--- src/rtl/operand_pipe.sv ---
// Operand-B select stage: forwarding mux, immediate extension and a 1-cycle output register.
// Optional forwarding-hit counter is built when OPERAND_FWD_STAT_EN is defined.
module operand_pipe #(
    parameter int WIDTH = 32,
    parameter int IMM_W = 16,
    parameter int NFWD  = 2
) (
    input  logic                  clk,
    input  logic                  reset,
    input  logic                  stall,
    input  logic                  flush,
    input  logic                  in_valid,
    input  logic                  src_sel,
    input  logic [WIDTH-1:0]      rd2,
    input  logic [IMM_W-1:0]      imm,
    input  logic [1:0]            imm_ext,
    input  logic [NFWD-1:0]       fwd_hit,
    input  logic [NFWD*WIDTH-1:0] fwd_data,
`ifdef OPERAND_FWD_STAT_EN
    output logic [15:0]           fwd_cnt,
`endif
    output logic [WIDTH-1:0]      srcb,
    output logic                  out_valid
);

    localparam logic [1:0] EXT_SIGN  = 2'b00;
    localparam logic [1:0] EXT_ZERO  = 2'b01;
    localparam logic [1:0] EXT_UPPER = 2'b10;

    function automatic logic signed [WIDTH-1:0] extend_imm(
        input logic [IMM_W-1:0] raw,
        input logic [1:0]       mode
    );
        logic signed [WIDTH-1:0] res;
        case (mode)
            EXT_ZERO:  res = {{(WIDTH-IMM_W){1'b0}}, raw};
            EXT_UPPER: res = {raw, {(WIDTH-IMM_W){1'b0}}};
            // EXT_SIGN and the reserved code both sign-extend
            default:   res = {{(WIDTH-IMM_W){raw[IMM_W-1]}}, raw};
        endcase
        return res;
    endfunction

    function automatic logic [15:0] sat_inc16(input logic [15:0] cnt);
        return (cnt == 16'hFFFF) ? cnt : cnt + 16'd1;
    endfunction

    logic signed [WIDTH-1:0] imm_ext_p0;
    logic signed [WIDTH-1:0] reg_opnd_p0;
    logic signed [WIDTH-1:0] opnd_p0;
    logic                    load_p0;

    always_comb begin
        imm_ext_p0  = extend_imm(imm, imm_ext);
        // Walk from the highest source down so the lowest-index hit wins
        reg_opnd_p0 = rd2;
        for (int k = NFWD - 1; k >= 0; k--) begin
            if (fwd_hit[k]) reg_opnd_p0 = fwd_data[k*WIDTH +: WIDTH];
        end
        opnd_p0 = src_sel ? imm_ext_p0 : reg_opnd_p0;
        load_p0 = !flush && !stall;
    end

    // ---- p0 -> p1 output register boundary ----
    logic signed [WIDTH-1:0] srcb_p1;
    logic                    vld_p1;

    always_ff @(posedge clk or posedge reset) begin
        if (reset) begin
            srcb_p1 <= '0;
            vld_p1  <= 1'b0;
        end else if (flush) begin
            srcb_p1 <= '0;
            vld_p1  <= 1'b0;
        end else if (!stall) begin
            srcb_p1 <= opnd_p0;
            vld_p1  <= in_valid;
        end
    end

    assign srcb      = srcb_p1;
    assign out_valid = vld_p1;

`ifdef OPERAND_FWD_STAT_EN
    logic [15:0] fwd_cnt_p1;

    always_ff @(posedge clk or posedge reset) begin
        if (reset) begin
            fwd_cnt_p1 <= '0;
        end else if (load_p0 && in_valid && !src_sel && (|fwd_hit)) begin
            fwd_cnt_p1 <= sat_inc16(fwd_cnt_p1);
        end
    end

    assign fwd_cnt = fwd_cnt_p1;
`else
    logic unused_p0;
    assign unused_p0 = load_p0;
`endif

endmodule

--- config.mk ---
export PLATFORM = sky130hd
export DESIGN_NAME = operand_pipe
export DESIGN_NICKNAME = d
export VERILOG_FILES = /design/src/rtl/operand_pipe.sv
export SDC_FILE = /design/constraint.sdc
export NUM_CORES = 1
export LEC_CHECK = 0
export ABC_AREA = 0
export BUFFER_PORTS_ARGS = -buffer_cell sky130_fd_sc_hd__buf_2
export CORE_MARGIN = 8
export CORE_UTILIZATION = 36
export DETAILED_ROUTE_END_ITERATION = 10
export PLACE_DENSITY = 0.76
export SYNTH_ARGS = -nofsm -noshare
export SYNTH_HDL_FRONTEND = slang
export SYNTH_SLANG_ARGS = --single-unit
--- constraint.sdc ---
create_clock -name clk -period 2.7 [get_ports clk]
set_clock_uncertainty 0.15 [all_clocks]
set_input_delay 0.27 -clock clk [delete_from_list [all_inputs] [get_ports clk]]
set_output_delay 0.27 -clock clk [all_outputs]
set_load 0.005 [all_outputs]
==> impl_metrics.csv, run 1 <==
group,metric,value,unit
timing,fin_crit,1.681,ns
synth,synth.most_common_cell,"dfrtp_1",
timing,maxSlewViolCount,0,
critical_path,worstRegToRegCells,2,
critical_path,start_kind,"input pin",
cells_and_area,multi_input_comb_area,1216,um^2
clock_tree,insertion_delay,0.27,ns
critical_path,rr_endpoint,"srcb[6]",
synth,ys_seq_area_share,38.31,%
synth,ys_async_sr_fraction,100.0,%
critical_path,reg2reg_slack,1.64,ns
critical_path,arrival,1.69,ns
worst_hold_path,min-delay-start,"flush",
cells_and_area,nFillCells,594,
placed_design,io_buffers,154,
timing,final_hold_viol_count,0,
die,die_area,8721,um^2
clock_tree,cts_buffers,5,
drt,avgRoutedWirePerCell,17.29,um
status,outcome,"finished, final reports clean",
placed_design,gp_congestion,0.8164,
timing,worst_slew_pin_slew,1.024,ns
drt,vias,2339,
pwr,leakage,1.629,nW
global_routing,use_met3,5.288,%
synth,synth_area_leaders,"dfrtp_1 (38%), mux2_2 (8.4%), mux2i_1 (7.9%)",
clock_tree,cts.clk_slew.worst_paths,0.07,ns
placed_design,hpwl,6418,um
worst_hold_path,hold_path_class,"input pin to flip-flop",
synth,synth_cell_types,29,
synth,synth_edf_count,0,
synth,ys_seq_elements,33,
global_routing,grt_use_met2,30.32,%
global_routing,antenna_found_initial,1,
synth,syn_inst,230,
die,fp.coreArea,5851,um^2
synth,syn_area,2156,um^2
die,dieHeight,93.39,um
worst_hold_path,min_path_cells,2,
timing,finalCritPeriodShare,62.25,%
timing,max_freq,0.5949,GHz
cells_and_area,ff_latch_area,825.8,um^2
placed_design,dp_slack,0.7345,ns
cells_and_area,areaGrowthSynthToFinish,41.90,%
clock_tree,cts_resized,0,
synth,yosysWarnings,0,
synth,synthFlopType,"dfrtp_1",
synth,syn_nets,354,
cells_and_area,drive_above_1_share,49.47,%
cells_and_area,final_util,52.29,%
synth,synth_top_area_share,38.31,%
critical_path,cp_slowest_cell,"buf_2",
timing,rsz0062_at_grt,"false",
synth,ys_top_cells_by_count,"dfrtp_1 (33), nand2_1 (31), o21ai_0 (28), mux2i_1 (17)",
die,pin_count,155,
pwr,power_density,403.4,nW/um^2
critical_path,crit_path_max_fanout,20,
die,die_w,93.39,um
timing,fin_ws,1.019,ns
synth,synth_area_leader_cell,"dfrtp_1",
clock_tree,cts_root_buf,"clkbuf_8",
drt,dr.pass1.iters,4,
critical_path,cpPeakStageDelay,0.48,ns
global_routing,grt_overflow_total,0,
cells_and_area,num_antenna_cells,0,
pwr,ir_drop,0.0001610,V
drt,ant_nets,0,
timing,fin_setup_tns,0,ns
pwr,totalPowerFinal,1.234,mW
drt,viasPerCell,5.163,
global_routing,top_usage_layer,"met2",
drt,drtIter0Drc,76,
global_routing,grt_max_degree,37,
synth,synth_area_per_cell,9.373,um^2
global_routing,grt_pass1_wl,12640,um
clock_tree,tritoncts,"yes",
timing,slew_headroom,31.37,%
clock_tree,cts_buffer_depth,2,
critical_path,critical_path_class,"input pin to flip-flop",
run,drv_cap,0,
die,initial_core_util,36.85,%
critical_path,r2r_start,"srcb[6]",
clock_tree,htreeDepth,2,
global_routing,grt_pass1_vias,2525,
cells_and_area,nets,502,
global_routing,gr-usage-met1,22.00,%
global_routing,grtUsageTotal,18.01,%
drt,drc,0,
worst_hold_path,min_to,"srcb[31]",
critical_path,critPathCaptureType,"flip-flop",
drt,wl,7833,um
critical_path,required,2.71,ns
critical_path,crit_chain,"buf_2 -> buf_4 -> mux2_2 -> o221ai_1 -> o21ai_0",
timing,setup_viol,0,
clock_tree,cts_sinks,33,
die,row_count,28,
-- stage by stage --
step           area, um^2  std cells  hold WS [ns]
6_report             3059        453       0.09687
5_1_grt              3059        453       0.09882
4_1_cts              3059        453       0.08151
3_5_place_dp         2963        445        0.2371
3_3_place_gp         2963        445        0.2335
2_1_floorplan        2156        230        0.1864
-- where the power goes --
part	switching (mW)	leakage (nW)	total [mW]	internal (mW)
clock	0.166	0.0443	0.368	0.202
sequential	0.0175	0.442	0.546	0.529
combinational	0.156	1.14	0.320	0.164
total	0.339	1.63	1.23	0.895
-- what timing repair did --
item / CTS / global route
endpoints found under the hold margin: 33 / 0
hold buffers: 1 / 0
buffers inserted: 0 / 0
-- placed cells by master, fill, tap and decap left out, drive strengths merged --
master       instances
a21bo                1
a21oi               15
a221o               16
a221oi               1
a31oi                1
and2                16
buf                159
clkbuf               7
dfrtp               33
dlygate4sd3          1
ha                   2
inv                  5
mux2                16
mux2i               17
nand2               31
nand2b               2
nor2                 2
nor2b                2
nor3                 1
o211a                1
o211ai               1
o21ai               31
o221ai              15
or2                  2
-- routing by layer --
layer / vias to the layer above / part of all wire (%)
met1: 1089 / 42
met2: 93 / 49
met4: 2 / 0.51
met5: - / 0.10
met3: 6 / 7.8
li1: 1149 / -
-- cell type report --
| type | instances | area share [%] |
|---|---|---|
| Clock buffer | 7 | 2.822 |
| Inverter | 5 | 0.6135 |
| Multi-Input combinational cell | 173 | 39.75 |
| Sequential cell | 33 | 26.99 |
| Tap cell | 75 | 3.067 |
| Timing Repair Buffer | 160 | 26.75 |
-- how the worst max path moves through the flow --
stage	from	slack (ns)	to	depth (start not counted)
2_1_floorplan	imm_ext[0]	1.06	srcb[17]	6
3_3_place_gp	fwd_hit[1]	0.78	srcb[23]	5
3_5_place_dp	fwd_hit[1]	0.73	srcb[20]	5
4_1_cts	fwd_hit[1]	1.04	srcb[20]	5
5_1_grt	fwd_hit[0]	0.90	srcb[17]	4
6_report	fwd_hit[1]	1.02	srcb[20]	5
-- cell families after synthesis --
family / count (synthesis) / share of synthesized area (%)
AND/OR/NAND/NOR: 56 / 12.71
AO/OA/AOI/OAI: 82 / 26.18
flip-flops: 33 / 38.31
multiplexers: 33 / 16.25
buffers and inverters: 24 / 5.397
adder cells (fa/ha/maj): 2 / 1.161
-- critical path: cells and delay by family --
family,cells,cell delay [ns]
buffers and inverters,2,0.81
multiplexers,1,0.36
AO/OA/AOI/OAI,2,0.25
-- state kept, by name, indices dropped and copies added, names as in the netlist --
register	flops
out_valid	1
srcb	32
No activity file was read; power rests on OpenSTA's default activity.
==> run 2: changes to the inputs <==
==> constraint.sdc (replaced) <==
create_clock -name clk -period 1.7 [get_ports clk]
set_clock_uncertainty 0.15 [all_clocks]
set_input_delay 0.17 -clock clk [delete_from_list [all_inputs] [get_ports clk]]
set_output_delay 0.17 -clock clk [all_outputs]
set_load 0.005 [all_outputs]
==> run 2 against run 1 <==
Net effect:
- worst setup slack worse by 0.72 ns
- flip-flop and latch count stayed put
- routed wire length is 2.5% higher
- final cell count is 1.8% higher
- hold slack worse by 0.086 ns
- via count is 1.5% higher
- clock-buffer cell count stayed put
- first-iteration DRC count is 20% lower
- final area is 2.9% higher
- non-clock buffer count is 8 higher
- combinational power is 66% higher
- die area stayed put
==> impl_metrics.csv, run 2 (same netlist as run 1, synthesis figures left out) <==
group,metric,value,unit
timing,fin_crit,1.399,ns
clock_tree,cts.clk_slew.worst_paths,0.06,ns
critical_path,cpPeakStageDelay,0.39,ns
placed_design,hpwl,6358,um
critical_path,cp_slowest_cell,"a221o_1",
pwr,p_int,1.437,mW
drt,dr.pass1.iters,4,
die,row_count,28,
die,initial_core_util,36.85,%
pwr,p_seq_share,43.8,%
pwr,ir_drop,0.0003042,V
drt,vias,2373,
timing,worst_slew_pin_slew,0.9778,ns
cells_and_area,layout_common_cells,"buf_2 (154), dfrtp_1 (33), nand2_1 (31), o21ai_0 (28), mux2i_1 (17)",
critical_path,critical_path_buf_inv_count,2,
timing,rsz0062_at_grt,"false",
placed_design,io_buffers,154,
global_routing,grt_pass1_vias,2616,
pwr,pwr-share-clk,29.3,%
global_routing,grt_overflow_total,0,
cells_and_area,areaGrowthSynthToFinish,45.97,%
drt,routed.top_layer,"met5",
critical_path,crit_family,"compound AO/OA/AOI/OAI gates",
drt,met2_length,3847,um
timing,max_freq,0.7148,GHz
pwr,p_comb_share,26.8,%
drt,avgRoutedWirePerCell,17.42,um
drt,wl,8031,um
status,outcome,"finished, final reports clean",
cells_and_area,nets,510,
drt,drtIter0Drc,61,
placed_design,gp_congestion,0.8239,
worst_hold_path,hold_path_class,"input pin to flip-flop",
clock_tree,cts_sinks,33,
clock_tree,cts_setup_buffers,0,
timing,setup_viol,0,
cells_and_area,finish.cell_count_without_fillers,461,
cells_and_area,layout_commonest_cell,"buf_2",
clock_tree,insertion_delay,0.28,ns
drt,wl_met1,3182,um
clock_tree,htreeDepth,2,
cells_and_area,num_antenna_cells,0,
critical_path,reg2reg_slack,0.65,ns
cells_and_area,drive_above_1_share,48.96,%
clock_tree,cts_resized,0,
critical_path,required,1.71,ns
critical_path,arrival,1.41,ns
critical_path,start_kind,"input pin",
timing,final_hold_viol_count,0,
timing,fin_setup_tns,0,ns
die,dieHeight,93.39,um
timing,maxSlewViolCount,0,
die,die_area,8721,um^2
clock_tree,hold_buffers,6,
cells_and_area,largest_reg_flops,32,
pwr,swShare,27.42,%
clock_tree,cts_root_buf,"clkbuf_8",
global_routing,grtUsageTotal,18.28,%
drt,met3WireLength,780,um
timing,slew_headroom,34.46,%
clock_tree,cts_buffers,5,
drt,viasPerCell,5.148,
clock_tree,tritoncts,"yes",
pwr,power_density,629.0,nW/um^2
clock_tree,cts_buffer_depth,2,
critical_path,crit_path_max_fanout,16,
pwr,switchingPower,0.5427,mW
global_routing,grt_max_degree,34,
critical_path,crit_chain,"buf_2 -> inv_1 -> ha_1 -> o211a_2 -> a221o_1",
cells_and_area,nFillCells,574,
die,pin_count,155,
placed_design,dp.cells,447,
run,drv_cap,0,
drt,ant_nets,0,
die,die_w,93.39,um
global_routing,antenna_found_initial,1,
critical_path,critPathCaptureType,"flip-flop",
pwr,leakage,1.668,nW
global_routing,grt_pass1_wl,12630,um
timing,finalCritPeriodShare,82.30,%
drt,drc,0,
die,fp.coreArea,5851,um^2
critical_path,critical_path_class,"input pin to flip-flop",
run 2: cell types whose count changed in the layout (fill, tap and decap cells not counted):
cell           previous run  this run
dlygate4sd3_1             1         7
buf_12                    0         1
buf_4                     5         6
run 2: area by class of cell:
class / instances / area [um^2] / share of cell area [%]
Clock buffer: 7 / 86.33 / 2.744
Sequential cell: 33 / 825.8 / 26.24
Tap cell: 75 / 93.84 / 2.982
Inverter: 5 / 18.77 / 0.5964
Timing Repair Buffer: 168 / 905.9 / 28.79
Multi-Input combinational cell: 173 / 1216 / 38.65
run 2: through the flow:
stage,power (mW),util (%),hold WS [ns],cell area [um^2],setup slack (ns)
2_1_floorplan,1.128,-,0.08641,2156,0.1648
6_report,1.979,53.79,0.01102,3147,0.3009
3_5_place_dp,1.402,51.11,0.1260,2990,0.01148
5_1_grt,2.110,53.79,0.004200,3147,0.2499
4_1_cts,1.997,53.61,0.005290,3137,0.3182
3_3_place_gp,1.384,51.11,0.1272,2990,0.05288
run 2: path summary, 6_finish.rpt:
kind,start,end,depth (start not counted)
max in group asynchronous,reset,srcb[31],4
max reg2reg,srcb[13],srcb[13],2
min in group asynchronous,reset,srcb[18],4
min reg2reg,srcb[22],srcb[22],2
max,imm_ext[0],srcb[13],5
min,imm[10],srcb[10],2
run 2: worst reg2reg max path: stages, from the launching register on:
cell	delay, ns
dfrtp_1	0.38
and2_1	0.14
a221o_1	0.26
run 2: layer usage:
metal	global-route usage, %	vias up
met3	7.131	21
li1	-	1165
met4	6.174	2
met1	19.96	1069
met5	0	-
met2	31.49	116
run 2: power groups by stage:
stage | registers [mW] | clock network [mW] | logic [mW]
after CTS | 0.868 | 0.597 | 0.533
after floorplan | 0.885 | 0 | 0.243
after detailed placement | 0.880 | 0 | 0.522
final | 0.868 | 0.580 | 0.531
after global placement | 0.880 | 0 | 0.504
after global routing | 0.875 | 0.642 | 0.593
==> run 3: changes to the inputs <==
==> constraint.sdc (replaced) <==
create_clock -name clk -period 1.3 [get_ports clk]
set_clock_uncertainty 0.15 [all_clocks]
set_input_delay 0.13 -clock clk [delete_from_list [all_inputs] [get_ports clk]]
set_output_delay 0.13 -clock clk [all_outputs]
set_load 0.005 [all_outputs]
==> run 3 against run 2 <==
Net effect:
- global-route usage grew 0.82 points
- first-iteration DRC count grew 33%
- final cell count grew 4.1%
- largest power group unchanged
==> impl_metrics.csv, run 3 (same netlist as run 1, synthesis figures left out) <==
group,metric,value,unit
timing,final_hold_viol_count,0,
pwr,pwr-share-clk,28.6,%
die,dieHeight,93.39,um
clock_tree,cts_sinks,33,
cells_and_area,layout_commonest_cell,"buf_2",
critical_path,arrival,1.20,ns
timing,worst_slew_pin_slew,0.5123,ns
timing,slew_headroom,65.84,%
critical_path,crit_path_start,"imm_ext[0]",
timing,maxSlewViolCount,0,
pwr,p_int,1.879,mW
pwr,switchingPower,0.7649,mW
critical_path,worst-path-stages,5,
drt,ant_nets,0,
critical_path,endpoint,"srcb[15]",
pwr,p_comb_share,28.6,%
clock_tree,tritoncts,"yes",
global_routing,grt_max_degree,35,
global_routing,grtUsageTotal,19.10,%
clock_tree,cts_buffers,5,
drt,wl,8206,um
pwr,swShare,28.93,%
clock_tree,cts.clk_slew.worst_paths,0.07,ns
clock_tree,insertion_delay,0.28,ns
clock_tree,cts_setup_buffers,0,
global_routing,gr-usage-met1,22.14,%
cells_and_area,drive_above_1_share,49.14,%
die,row_count,28,
placed_design,io_buffers,154,
cells_and_area,nets,528,
drt,vias,2436,
global_routing,grt_overflow_total,0,
global_routing,use_met3,6.170,%
worst_hold_path,hold_path_class,"input pin to flip-flop",
critical_path,crit_family,"compound AO/OA/AOI/OAI gates",
critical_path,worstRegToRegCells,2,
pwr,ir_drop,0.0003270,V
cells_and_area,layout_common_cells,"buf_2 (154), dfrtp_1 (33), nand2_1 (31), o21ai_0 (28), dlygate4sd3_1 (19)",
timing,setup_viol,0,
timing,fin_crit,1.192,ns
status,outcome,"finished, final reports clean",
drt,avgRoutedWirePerCell,17.10,um
run,drv_cap,0,
drt,drc,0,
critical_path,cpPeakStageDelay,0.37,ns
critical_path,start_kind,"input pin",
critical_path,rr_endpoint,"srcb[4]",
worst_hold_path,min_path_cells,4,
die,fp.coreArea,5851,um^2
cells_and_area,nFillCells,550,
cells_and_area,num_antenna_cells,0,
critical_path,cp_slowest_cell,"a221o_1",
global_routing,antenna_found_initial,0,
die,die_w,93.39,um
critical_path,crit_chain,"buf_2 -> inv_4 -> ha_4 -> o211a_4 -> a221o_1",
critical_path,required,1.31,ns
critical_path,reg2reg_slack,0.25,ns
cells_and_area,finish.cell_count_without_fillers,480,
placed_design,dp.cells,453,
clock_tree,htreeDepth,2,
critical_path,r2r_start,"srcb[4]",
cells_and_area,largest_reg_flops,32,
global_routing,grt_pass1_wl,13300,um
pwr,power_density,784.1,nW/um^2
pwr,leakage,1.764,nW
placed_design,hpwl,6524,um
cells_and_area,final_util,57.63,%
timing,rsz0062_at_grt,"false",
cells_and_area,areaGrowthSynthToFinish,56.41,%
global_routing,grt_use_met2,33.55,%
timing,fin_setup_tns,0,ns
placed_design,gp_congestion,0.8253,
global_routing,top_usage_layer,"met2",
clock_tree,cts_buffer_depth,2,
drt,dr.pass1.iters,4,
global_routing,grt_pass1_vias,2699,
critical_path,critical_path_buf_inv_count,2,
critical_path,crit_path_max_fanout,16,
die,die_area,8721,um^2
drt,viasPerCell,5.075,
die,pin_count,155,
critical_path,critical_path_class,"input pin to flip-flop",
drt,drtIter0Drc,81,
die,initial_core_util,36.85,%
timing,finalCritPeriodShare,91.69,%
critical_path,critPathCaptureType,"flip-flop",
pwr,p_seq_share,42.8,%
timing,max_freq,0.8389,GHz
clock_tree,cts_root_buf,"clkbuf_8",
run 3: changes by cell type in the layout (fill, tap and decap cells not counted), sizes merged:
cell | previous run | this run
buf | 161 | 167
clkbuf | 7 | 5
dlygate4sd3 | 7 | 19
clkinv | 0 | 2
clkinvlp | 0 | 1
run 3: worst min path at each step:
stage	start	endpoint	slack [ns]
after floorplan	flush	out_valid	0.05
after global routing	stall	srcb[31]	0.03
after global placement	reset	srcb[29]	0.09
final	fwd_data[9]	srcb[9]	0.03
after detailed placement	reset	srcb[29]	0.09
after CTS	stall	srcb[31]	0.02
run 3: area by class of cell:
type                    instances  area (um^2)  area share (%)
inverters                       5        21.27          0.6308
clock buffers                   5        68.82           2.041
repair buffers                186         1109           32.88
multi-input cells             173         1236           36.66
well taps                      75        93.84           2.783
clock inverters                 3        17.52          0.5195
flip-flops and latches         33        825.8           24.49
run 3: stage by stage:
step	worst slack (ns)	power [mW]	hold slack, ns	cell area [um^2]
after floorplan	-0.02838	1.482	0.04641	2182
after global routing	0.08160	2.815	0.03256	3372
final	0.1080	2.644	0.03177	3372
after global placement	-0.1522	1.844	0.08647	3095
after CTS	0.1158	2.681	0.02402	3372
after detailed placement	-0.1834	1.869	0.09373	3095
run 3: power groups by stage:
| stage | registers, mW | logic (mW) | clock network, mW |
|---|---|---|---|
| 5_1_grt | 1.14 | 0.842 | 0.831 |
| 3_5_place_dp | 1.15 | 0.719 | 0 |
| 3_3_place_gp | 1.15 | 0.695 | 0 |
| 6_report | 1.13 | 0.756 | 0.755 |
| 4_1_cts | 1.13 | 0.765 | 0.784 |
| 2_1_floorplan | 1.16 | 0.325 | 0 |
run 3: what timing repair did:
| item | 4_1_cts | 5_1_grt |
|---|---|---|
| hold buffers | 19 | 0 |
| resized for setup | 0 | 0 |
| hold endpoints to repair | 52 | 0 |
run 3: per-layer routing:
metal	share of wire (%)	vias to the layer above
met4	0.82	0
met2	50	103
met1	40	1114
met5	0	-
li1	-	1210
met3	9.2	9
run 3: worst register-to-register path, cell delays in order, from the launching register on:
cell and delay [ns]:
dfrtp_1 0.37, and2_1 0.15, a221o_1 0.27
